===== src/rtl/minhash_pkg.sv =====
// Shared types, seed constants and seed derivation for the MinHash sketch unit.
package minhash_pkg;

  localparam int unsigned HASHER_DATA_BITS = 32;

  localparam logic [HASHER_DATA_BITS-1:0] SEED_BASE = 32'hac718add;
  localparam logic [HASHER_DATA_BITS-1:0] SEED_STEP = 32'h9e3779b9;

  typedef enum logic [1:0] {
    IDLE,
    HASH,
    DRAIN
  } state_t;

  // seed(i) = base + i*step, wrapping at the data width.
  function automatic logic [HASHER_DATA_BITS-1:0] seed_of(
    input int unsigned                  idx,
    input logic [HASHER_DATA_BITS-1:0]  base = SEED_BASE,
    input logic [HASHER_DATA_BITS-1:0]  step = SEED_STEP
  );
    return base + HASHER_DATA_BITS'(idx) * step;
  endfunction

endpackage


===== src/rtl/murmur_4bytes.sv =====
// Combinational MurmurHash3 (x86_32) of a single 4-byte key under a 32-bit seed.
module murmur_4bytes (
  input  logic [31:0] seed,
  input  logic [31:0] data,
  output logic [31:0] hash
);

  logic [31:0] k0, k1, k2;
  logic [31:0] h0, h1, h2;
  logic [31:0] f0, f1, f2, f3, f4;

  // Key mix, one body round, length fold and final avalanche.
  always_comb begin
    k0   = data * 32'hcc9e2d51;
    k1   = {k0[16:0], k0[31:17]};
    k2   = k1 * 32'h1b873593;
    h0   = seed ^ k2;
    h1   = {h0[18:0], h0[31:19]};
    h2   = h1 * 32'd5 + 32'he6546b64;
    f0   = h2 ^ 32'd4;
    f1   = f0 ^ (f0 >> 16);
    f2   = f1 * 32'h85ebca6b;
    f3   = f2 ^ (f2 >> 13);
    f4   = f3 * 32'hc2b2ae35;
    hash = f4 ^ (f4 >> 16);
  end

endmodule


===== src/rtl/minhash_sketch_unit.sv =====
// MinHash sketch: hashes each k-mer under NUM_SEEDS seeds (one per cycle) and
// keeps per-seed minima; drains the sketch after the last k-mer of a frame.
module minhash_sketch_unit
  import minhash_pkg::*;
#(
  parameter int unsigned                   HASHER_DATA_BITS = minhash_pkg::HASHER_DATA_BITS,
  parameter int unsigned                   NUM_SEEDS        = 8,
  parameter logic [HASHER_DATA_BITS-1:0]   SEED_BASE        = minhash_pkg::SEED_BASE,
  parameter logic [HASHER_DATA_BITS-1:0]   SEED_STEP        = minhash_pkg::SEED_STEP,
  localparam int unsigned                  IDX_W            = (NUM_SEEDS > 1) ? $clog2(NUM_SEEDS) : 1
) (
  input  logic                         clk,
  input  logic                         rst_n,
  input  logic                         kmer_valid,
  output logic                         kmer_ready,
  input  logic [HASHER_DATA_BITS-1:0]  kmer_data,
  input  logic                         kmer_last,
  output logic                         sk_valid,
  input  logic                         sk_ready,
  output logic [HASHER_DATA_BITS-1:0]  sk_data,
  output logic [IDX_W-1:0]             sk_idx,
  output logic                         sk_last,
  output logic                         busy
);

  localparam logic [IDX_W-1:0] IDX_LAST = IDX_W'(NUM_SEEDS - 1);

  state_t                        state_q, state_nxt;
  logic [IDX_W-1:0]              idx_q;
  logic [HASHER_DATA_BITS-1:0]   kmer_q;
  logic                          last_q;
  logic [HASHER_DATA_BITS-1:0]   min_q [NUM_SEEDS];
  logic [HASHER_DATA_BITS-1:0]   seed;
  logic [HASHER_DATA_BITS-1:0]   signature;
  logic                          idx_at_last;
  logic                          kmer_fire;
  logic                          sk_fire;

  assign idx_at_last = (idx_q == IDX_LAST);
  assign seed        = seed_of(int'(idx_q), SEED_BASE, SEED_STEP);
  assign kmer_fire   = kmer_valid && (state_q == IDLE);
  assign sk_fire     = sk_ready && (state_q == DRAIN);

  murmur_4bytes u_hasher (
    .seed (seed),
    .data (kmer_q),
    .hash (signature)
  );

  // State register.
  always_ff @(posedge clk or negedge rst_n) begin
    if (!rst_n) state_q <= IDLE;
    else        state_q <= state_nxt;
  end

  // Next-state and handshake/output decode.
  always_comb begin
    state_nxt  = state_q;
    kmer_ready = 1'b0;
    sk_valid   = 1'b0;
    sk_data    = '0;
    sk_idx     = '0;
    sk_last    = 1'b0;
    busy       = 1'b1;
    unique case (state_q)
      IDLE: begin
        kmer_ready = 1'b1;
        busy       = 1'b0;
        if (kmer_valid) state_nxt = HASH;
      end
      HASH: begin
        if (idx_at_last) state_nxt = last_q ? DRAIN : IDLE;
      end
      DRAIN: begin
        sk_valid = 1'b1;
        sk_data  = min_q[idx_q];
        sk_idx   = idx_q;
        sk_last  = idx_at_last;
        if (sk_ready && idx_at_last) state_nxt = IDLE;
      end
      default: state_nxt = IDLE;
    endcase
  end

  // Datapath: k-mer capture, seed index, running minima and re-arm after drain.
  always_ff @(posedge clk or negedge rst_n) begin
    if (!rst_n) begin
      idx_q  <= '0;
      kmer_q <= '0;
      last_q <= 1'b0;
      for (int unsigned i = 0; i < NUM_SEEDS; i++) min_q[i] <= '1;
    end else begin
      if (kmer_fire) begin
        kmer_q <= kmer_data;
        last_q <= kmer_last;
        idx_q  <= '0;
      end
      if (state_q == HASH) begin
        if (signature < min_q[idx_q]) min_q[idx_q] <= signature;
        idx_q <= idx_at_last ? '0 : idx_q + 1'b1;
      end
      if (sk_fire) begin
        if (idx_at_last) begin
          idx_q <= '0;
          for (int unsigned i = 0; i < NUM_SEEDS; i++) min_q[i] <= '1;
        end else begin
          idx_q <= idx_q + 1'b1;
        end
      end
    end
  end

endmodule

===== config.mk =====
export PLATFORM = sky130hd
export DESIGN_NAME = minhash_sketch_unit
export DESIGN_NICKNAME = d
export VERILOG_FILES = /design/src/rtl/minhash_pkg.sv /design/src/rtl/murmur_4bytes.sv /design/src/rtl/minhash_sketch_unit.sv
export SDC_FILE = /design/constraint.sdc
export NUM_CORES = 2
export LEC_CHECK = 0
export ABC_CLOCK_PERIOD_IN_PS = 33600
export CORE_ASPECT_RATIO = 2
export CORE_UTILIZATION = 50
export CTS_CLUSTER_DIAMETER = 200
export DETAILED_ROUTE_END_ITERATION = 6
export PLACE_DENSITY = 0.66
export SETUP_SLACK_MARGIN = 0.15
export SYNTH_ARGS = -nofsm -noshare
export SYNTH_HDL_FRONTEND = slang
export SYNTH_SLANG_ARGS = --single-unit

===== constraint.sdc =====
create_clock -name clk -period 33.6 [get_ports clk]
set_input_delay 6.72 -clock clk [delete_from_list [all_inputs] [get_ports clk]]
set_output_delay 6.72 -clock clk [all_outputs]
set_load 0.02 [all_outputs]

# After elaboration in Yosys (flattened, before gate mapping)
# Cells that the tools add are included.
dict set report classes {
  mul 6
  muxes 25
  n_eq_ne 6
  magnitude_cmp 3
  n_reduce_logical 7
  n_addsub 3
  bitwise 6
}
# op count
set op_table {}
lappend op_table {{two-way mux 256 bit} 4}
lappend op_table {{bitwise mux 256 bit} 1}
lappend op_table {{two-way mux 32 bit} 4}
lappend op_table {{binary-select mux 32 bit (select 3 bit)} 1}
lappend op_table {{demux 32 bit (select 3 bit)} 1}
lappend op_table {{multiplier 32 x 31 -> 32 bit, second input constant} 2}
lappend op_table {{XOR 32 x 16 -> 32 bit} 2}
lappend op_table {{adder 32 bit, first input constant} 1}
lappend op_table {{adder 32 bit, second input constant} 1}
lappend op_table {{less-than comparator 32 bit} 1}
lappend op_table {{multiplier 3 x 32 -> 32 bit, second input constant} 1}
lappend op_table {{multiplier 32 x 29 -> 32 bit, second input constant} 1}
lappend op_table {{multiplier 32 x 3 -> 32 bit, second input constant} 1}
lappend op_table {{multiplier 32 x 32 -> 32 bit, second input constant} 1}
lappend op_table {{XOR 32 x 19 -> 32 bit} 1}
lappend op_table {{XOR 32 bit} 1}
lappend op_table {{two-way mux 3 bit} 5}
lappend op_table {{two-way mux 2 bit} 4}
lappend op_table {{case mux 2 bit (3 select lines)} 1}
lappend op_table {{greater-or-equal comparator 4 bit, second input constant} 1}
lappend op_table {{logical AND 1 bit} 4}
lappend op_table {{less-than comparator 4 x 1 -> 1 bit, second input constant} 1}
lappend op_table {{two-way mux 1 bit} 4}
lappend op_table {{!= test 2 bit, second input constant} 2}
lappend op_table {{10 further kinds} 10}
dict set report word_totals {
  ff_bits 294
  wordCells 68
  input_bits 37
}

# Logic depth before layout (Yosys ltp)
dict set report depth {
  ltp_word 16
  ltp_mapped 143
  mapped_depth_nobuf 139
}

# By module
# A second synthesis with hierarchy kept.
dict set report hier_totals {
  hier_cells 5436
  hier_area_um2 52850.7
}
# mod area_per_inst_um2 seq_area_each_um2 cells_each instances
set modules_own_cells {}
lappend modules_own_cells {murmur_4bytes 36312.3 0.0 3734 1}
lappend modules_own_cells {minhash_sketch_unit 16538.4 7677.4 1702 1}

# Least setup slack after synthesis
# OpenSTA, ideal clock, no wires.
dict set report synth_timing {
  path_type {reg-to-reg}
  startpoint {register kmer_q[10]}
  endpoint {register min_q[129] (netlist name)}
  setup_time_ps 97
  slack_ps 3583
  t_arrival_ps 29921
  path_stages_with_launch 126
  required_ps 33503
  n_path_buf 4
  cell_sequence {dfrtp_1 > ha_1 > inv_1 > fa_1 > fa_1 > inv_1 > fa_1 > fa_1 > fa_1 > inv_1 > fa_1 > inv_1 > ha_1 > ha_1 > a21oi_1 > inv_1 > or3_1 > a211oi_1 > [... 90 more ...] > xor2_1 > ha_1 > a21o_1 > a21o_1 > a21oi_1 > nor2b_1 > o21ai_0 > nand2b_1 > a21oi_1 > nor2b_1 > o21ai_0 > o211ai_2 > buf_6 > or3_1 > buf_6 > buf_6 > nand2_1 > nand3_1}
}
dict set report synth_via {
  elab_chain_len 16
  word_cells_on_any_way 17
}
# element line_no
set synth_rtl {}
lappend synth_rtl {{start: declaration} minhash_sketch_unit.sv:30} ;# logic [HASHER_DATA_BITS-1:0] kmer_q;
lappend synth_rtl {{start signal: assignment} minhash_sketch_unit.sv:94} ;# kmer_q <= kmer_data;
lappend synth_rtl {{multiplier 32 x 31 -> 32 bit *} murmur_4bytes.sv:14} ;# k0 = data * 32'hcc9e2d51;
lappend synth_rtl {{multiplier 32 x 29 -> 32 bit *} murmur_4bytes.sv:16} ;# k2 = k1 * 32'h1b873593;
lappend synth_rtl {{XOR 32 bit *} murmur_4bytes.sv:17} ;# h0 = seed ^ k2;
lappend synth_rtl {{multiplier 32 x 3 -> 32 bit *} murmur_4bytes.sv:19} ;# h2 = h1 * 32'd5 + 32'he6546b64;
lappend synth_rtl {{adder 32 bit *} murmur_4bytes.sv:19}
lappend synth_rtl {{NOT 1 bit (no line)} --}
lappend synth_rtl {{XOR 32 x 16 -> 32 bit *} murmur_4bytes.sv:21} ;# f1 = f0 ^ (f0 >> 16);
lappend synth_rtl {{multiplier 32 x 32 -> 32 bit *} murmur_4bytes.sv:22} ;# f2 = f1 * 32'h85ebca6b;
lappend synth_rtl {{XOR 32 x 19 -> 32 bit *} murmur_4bytes.sv:23} ;# f3 = f2 ^ (f2 >> 13);
lappend synth_rtl {{multiplier 32 x 31 -> 32 bit *} murmur_4bytes.sv:24} ;# f4 = f3 * 32'hc2b2ae35;
lappend synth_rtl {{XOR 32 x 16 -> 32 bit *} murmur_4bytes.sv:25} ;# hash = f4 ^ (f4 >> 16);
lappend synth_rtl {{less-than comparator 32 bit or bitwise mux 256 bit (tied branches)} minhash_sketch_unit.sv:99} ;# if (signature < min_q[idx_q]) min_q[idx_q] <= signature;
lappend synth_rtl {{two-way mux 256 bit *} minhash_sketch_unit.sv:99}
lappend synth_rtl {{two-way mux 256 bit *} minhash_sketch_unit.sv:98} ;# if (state_q == HASH) begin
lappend synth_rtl {{two-way mux 256 bit} minhash_sketch_unit.sv:103} ;# if (idx_at_last) begin
lappend synth_rtl {{two-way mux 256 bit *} minhash_sketch_unit.sv:102} ;# if (sk_fire) begin
lappend synth_rtl {{end: declaration} minhash_sketch_unit.sv:32} ;# logic [HASHER_DATA_BITS-1:0] min_q [NUM_SEEDS];
# Every way passes the cells marked *; elsewhere a longest branch is shown, timed or not.
# A chain may end at the register's enable or synchronous reset.

# Worst setup path in the final report
dict set report layout_timing {
  startpoint {register kmer_q[8]}
  endpoint {register min_q[196] (netlist name)}
}
# Same word-level chain as after synthesis.

==> results.sh <==
export IMPL_min_path_cells=2
export IMPL_cp_max_fo=31
export IMPL_fin_crit_ps=32010
export IMPL_failed_checks="DRC"
export IMPL_r2r_start="kmer_q[8]$_DFFE_PN0P_"
export IMPL_wl_per_cell_um=22.73
export IMPL_worstHoldStart="min_q[121]$_DFF_PN1_"
export IMPL_final_nets=7292
export IMPL_track_usage_pct=30.85
export IMPL_synth_most_common_cell="inv_1"
export IMPL_rsz0062_at_grt="no"
export IMPL_start_util_pct=50.33
export IMPL_hold_viol=0
export IMPL_place_congestion=1.025
export IMPL_r2r_end="min_q[196]$_DFF_PN1_"
export IMPL_slew_headroom_pct=19.00
export IMPL_grt_pass1_wl_mm=244.0
export IMPL_required_ps=34080
export IMPL_r2r_cells=119
export IMPL_numCtsBuffers=25
export IMPL_numPortBuffers=75
export IMPL_fin_crit_sh_pct=95.25
export IMPL_syn_nets=7060
export IMPL_slowest_delay_ps=810
export IMPL_hold_buffers=0
export IMPL_ff2ff_setup_slack_ps=1590
export IMPL_synthFlopType="dfstp_2"
export IMPL_syn_inst=5401
export IMPL_report_final_slew_viol_count=0
export IMPL_cp_end_kind="flip-flop"
export IMPL_area_delta_synth_final_pct=9.281
export IMPL_fill_cells=9427
export IMPL_synth_simple_area_share_pct=8.706
export IMPL_grt_pass1_vias=42890
export IMPL_cap_viol_max_count=0
export IMPL_avgViaCountPerCell=5.500
export IMPL_synth_compound_area_share_pct=6.673
export IMPL_fin_util_pct=55.00
export IMPL_whs_ps=482.1
export IMPL_synthXorXnorAreaFrac_pct=7.030
export IMPL_synth_distinct_cells=81
export IMPL_drtPass1Iterations=7
export IMPL_die_area_um2=106800
export IMPL_critPathKind="reg2reg"
export IMPL_grt_max_degree=112
export IMPL_hold_class="reg2reg"
export IMPL_synth_fa_ha_area_share_pct=48.86
export IMPL_die_height_um=461.1
export IMPL_place_area_um2=56580
export IMPL_timing_fmax_ghz=0.03125
export IMPL_post_route_drc_count=2
export IMPL_yosysTopAreaCell="fa_1"
export IMPL_htree_levels=1
export IMPL_cts_tree="yes"
export IMPL_syn_area_um2=52690
export IMPL_setup_violations=0
export IMPL_cpMaxStageDelayCell="a311oi_1"
export IMPL_status="finished, violations left"
export IMPL_fin_skew_ps=30.16
export IMPL_ys_ff_latch=294
export IMPL_synth_seq_area_share_pct=14.57
export IMPL_syn_mean_instance_area_um2=9.755
export IMPL_synth_top_cells_by_count="inv_1 (1270), ha_1 (896), fa_1 (726)"
export IMPL_clockBufferDepth=3
export IMPL_synth_warnings=0
export IMPL_cts_root_buf="clkbuf_16"
export IMPL_vias=38560
export IMPL_drt_first_iter_violations=1916
export IMPL_synth_mux_area_share_pct=3.700
export IMPL_wl_mm=159.3
export IMPL_synth_top_area_share_pct=27.59
export IMPL_ios=76
export IMPL_overflow=0
export IMPL_die_w_um=231.5
export IMPL_cts_sinks=294
export IMPL_fin_setup_tns_ps=0
export IMPL_critPathMostFrequentCell="fa_1"
export IMPL_clk_pin_slew_worst_paths_ps=80
export IMPL_clk_latency_ps=610
export IMPL_layout_drive_gt1_share_pct=12.74
export IMPL_worstPathArrival_ps=32480
export IMPL_design_area_um2=57580
export IMPL_synth_edf_count=0
export IMPL_async_flop_share_pct=100.0
export IMPL_antenna_found_initial=1
export IMPL_holdPathEnd="min_q[121]$_DFF_PN1_"
export IMPL_postRouteAntennaNets=0
export IMPL_hpwl_mm=135.5
export IMPL_synth_top_family_by_area="adder cells"
export IMPL_tightest_slew_ps=1206
export IMPL_startpoint_type="flip-flop"
export IMPL_synth_area_leaders="fa_1 (28%), ha_1 (21%), dfstp_2 (13%), inv_1 (9.0%), xnor2_1 (5.0%)"
export IMPL_core_area_um2=104700
export IMPL_rows=168
[layout by cell type, fill, tap and decap left out, types with 15 or more instances in the layout]
master / synthesis / routed
a21o_1: 69 / 69
a21oi_1: 158 / 154
and2_1: 16 / 15
buf_12: 0 / 17
buf_4: 0 / 239
clkbuf_16: 0 / 25
clkdlybuf4s50_1: 0 / 74
dfrtp_1: 38 / 29
dfstp_2: 256 / 256
fa_1: 726 / 726
ha_1: 896 / 896
inv_1: 1270 / 1270
mux2i_1: 35 / 35
mux4_2: 64 / 64
nand2_1: 508 / 508
nand2b_1: 18 / 17
nand3_1: 212 / 211
nor2_1: 150 / 149
nor2b_1: 25 / 24
nor3_1: 27 / 27
o211ai_1: 63 / 63
o21ai_0: 110 / 110
o21bai_1: 26 / 26
xnor2_1: 298 / 287
xor2_1: 91 / 90
[metrics by stage]
| step | setup slack, ps | cells |
|---|---|---|
| floorplan | 3583 | 5401 |
| global placement | 662.4 | 6963 |
| detailed placement | 446.9 | 6963 |
| CTS | 291.8 | 7007 |
| global route | 122.6 | 7011 |
| finish | 1595 | 7011 |
[area by class of cell]
cell class	instances	area (um^2)	area share, %
repair buffers	331	2890	5.020
clock buffers	32	691.9	1.202
diodes	1	2.502	0.004346
clock inverters	12	147.6	0.2564
multi-input cells	3707	39670	68.89
well taps	1360	1702	2.955
flip-flops and latches	294	7694	13.36
inverters	1274	4782	8.306
[sequential cells by signal (all words and copies together), names as in the netlist]
name     count
idx_q        3
kmer_q      32
last_q       1
min_q      256
state_q      2
[what timing repair did]
item | 4_1_cts | 5_1_grt
resized for setup | 0 | 28
buffers inserted | 0 | 3
setup endpoints to repair | 0 | 256
endpoints found under the hold margin | 0 | 0
[how the worst max path moves through the flow]
stage / start / end / slack (ps) / depth (start not counted)
2_1_floorplan: kmer_q[10]$_DFFE_PN0P_ / min_q[129]$_DFF_PN1_ / 3580 / 125
3_3_place_gp: kmer_q[3]$_DFFE_PN0P_ / min_q[198]$_DFF_PN1_ / 660 / 130
3_5_place_dp: kmer_q[2]$_DFFE_PN0P_ / min_q[196]$_DFF_PN1_ / 450 / 130
4_1_cts: kmer_q[2]$_DFFE_PN0P_ / min_q[207]$_DFF_PN1_ / 290 / 130
5_1_grt: kmer_q[4]$_DFFE_PN0P_ / min_q[96]$_DFF_PN1_ / 120 / 139
6_report: kmer_q[8]$_DFFE_PN0P_ / min_q[196]$_DFF_PN1_ / 1590 / 119
[layer usage]
metal  vias to the layer above  part of all wire [%]  global-route usage [%]  wire [um]
met5                         -                     0                       0          0
met4                         0                    11                   28.05      17520
met3                       611                   3.3                   2.291       5198
met2                      1133                    55                   58.81      86920
met1                     19250                    31                   28.80      49700
li1                      17570                     -                       -          -
[critical path, delay by kind of cell (launching register included)]
kind / cells / cell delay (ps)
AOI/OAI and AO/OA: 21 / 4650
and+or+nand+nor: 12 / 2350
buffers and inverters: 23 / 2430
adders and majority gates: 36 / 15740
xor gates and xnor gates: 27 / 6000
DFF: 1 / 700
[logic make-up after synthesis]
family,after synthesis
buffers and inverters,1400
and+or+nand+nor,1023
xor gates and xnor gates,403
AOI/OAI and AO/OA,546
muxes,113
adders and majority gates,1622
DFF,294
Power is left out: the tool's default activity adds up to more than one toggle a clock period on the data nets, which glitch-free logic cannot reach.
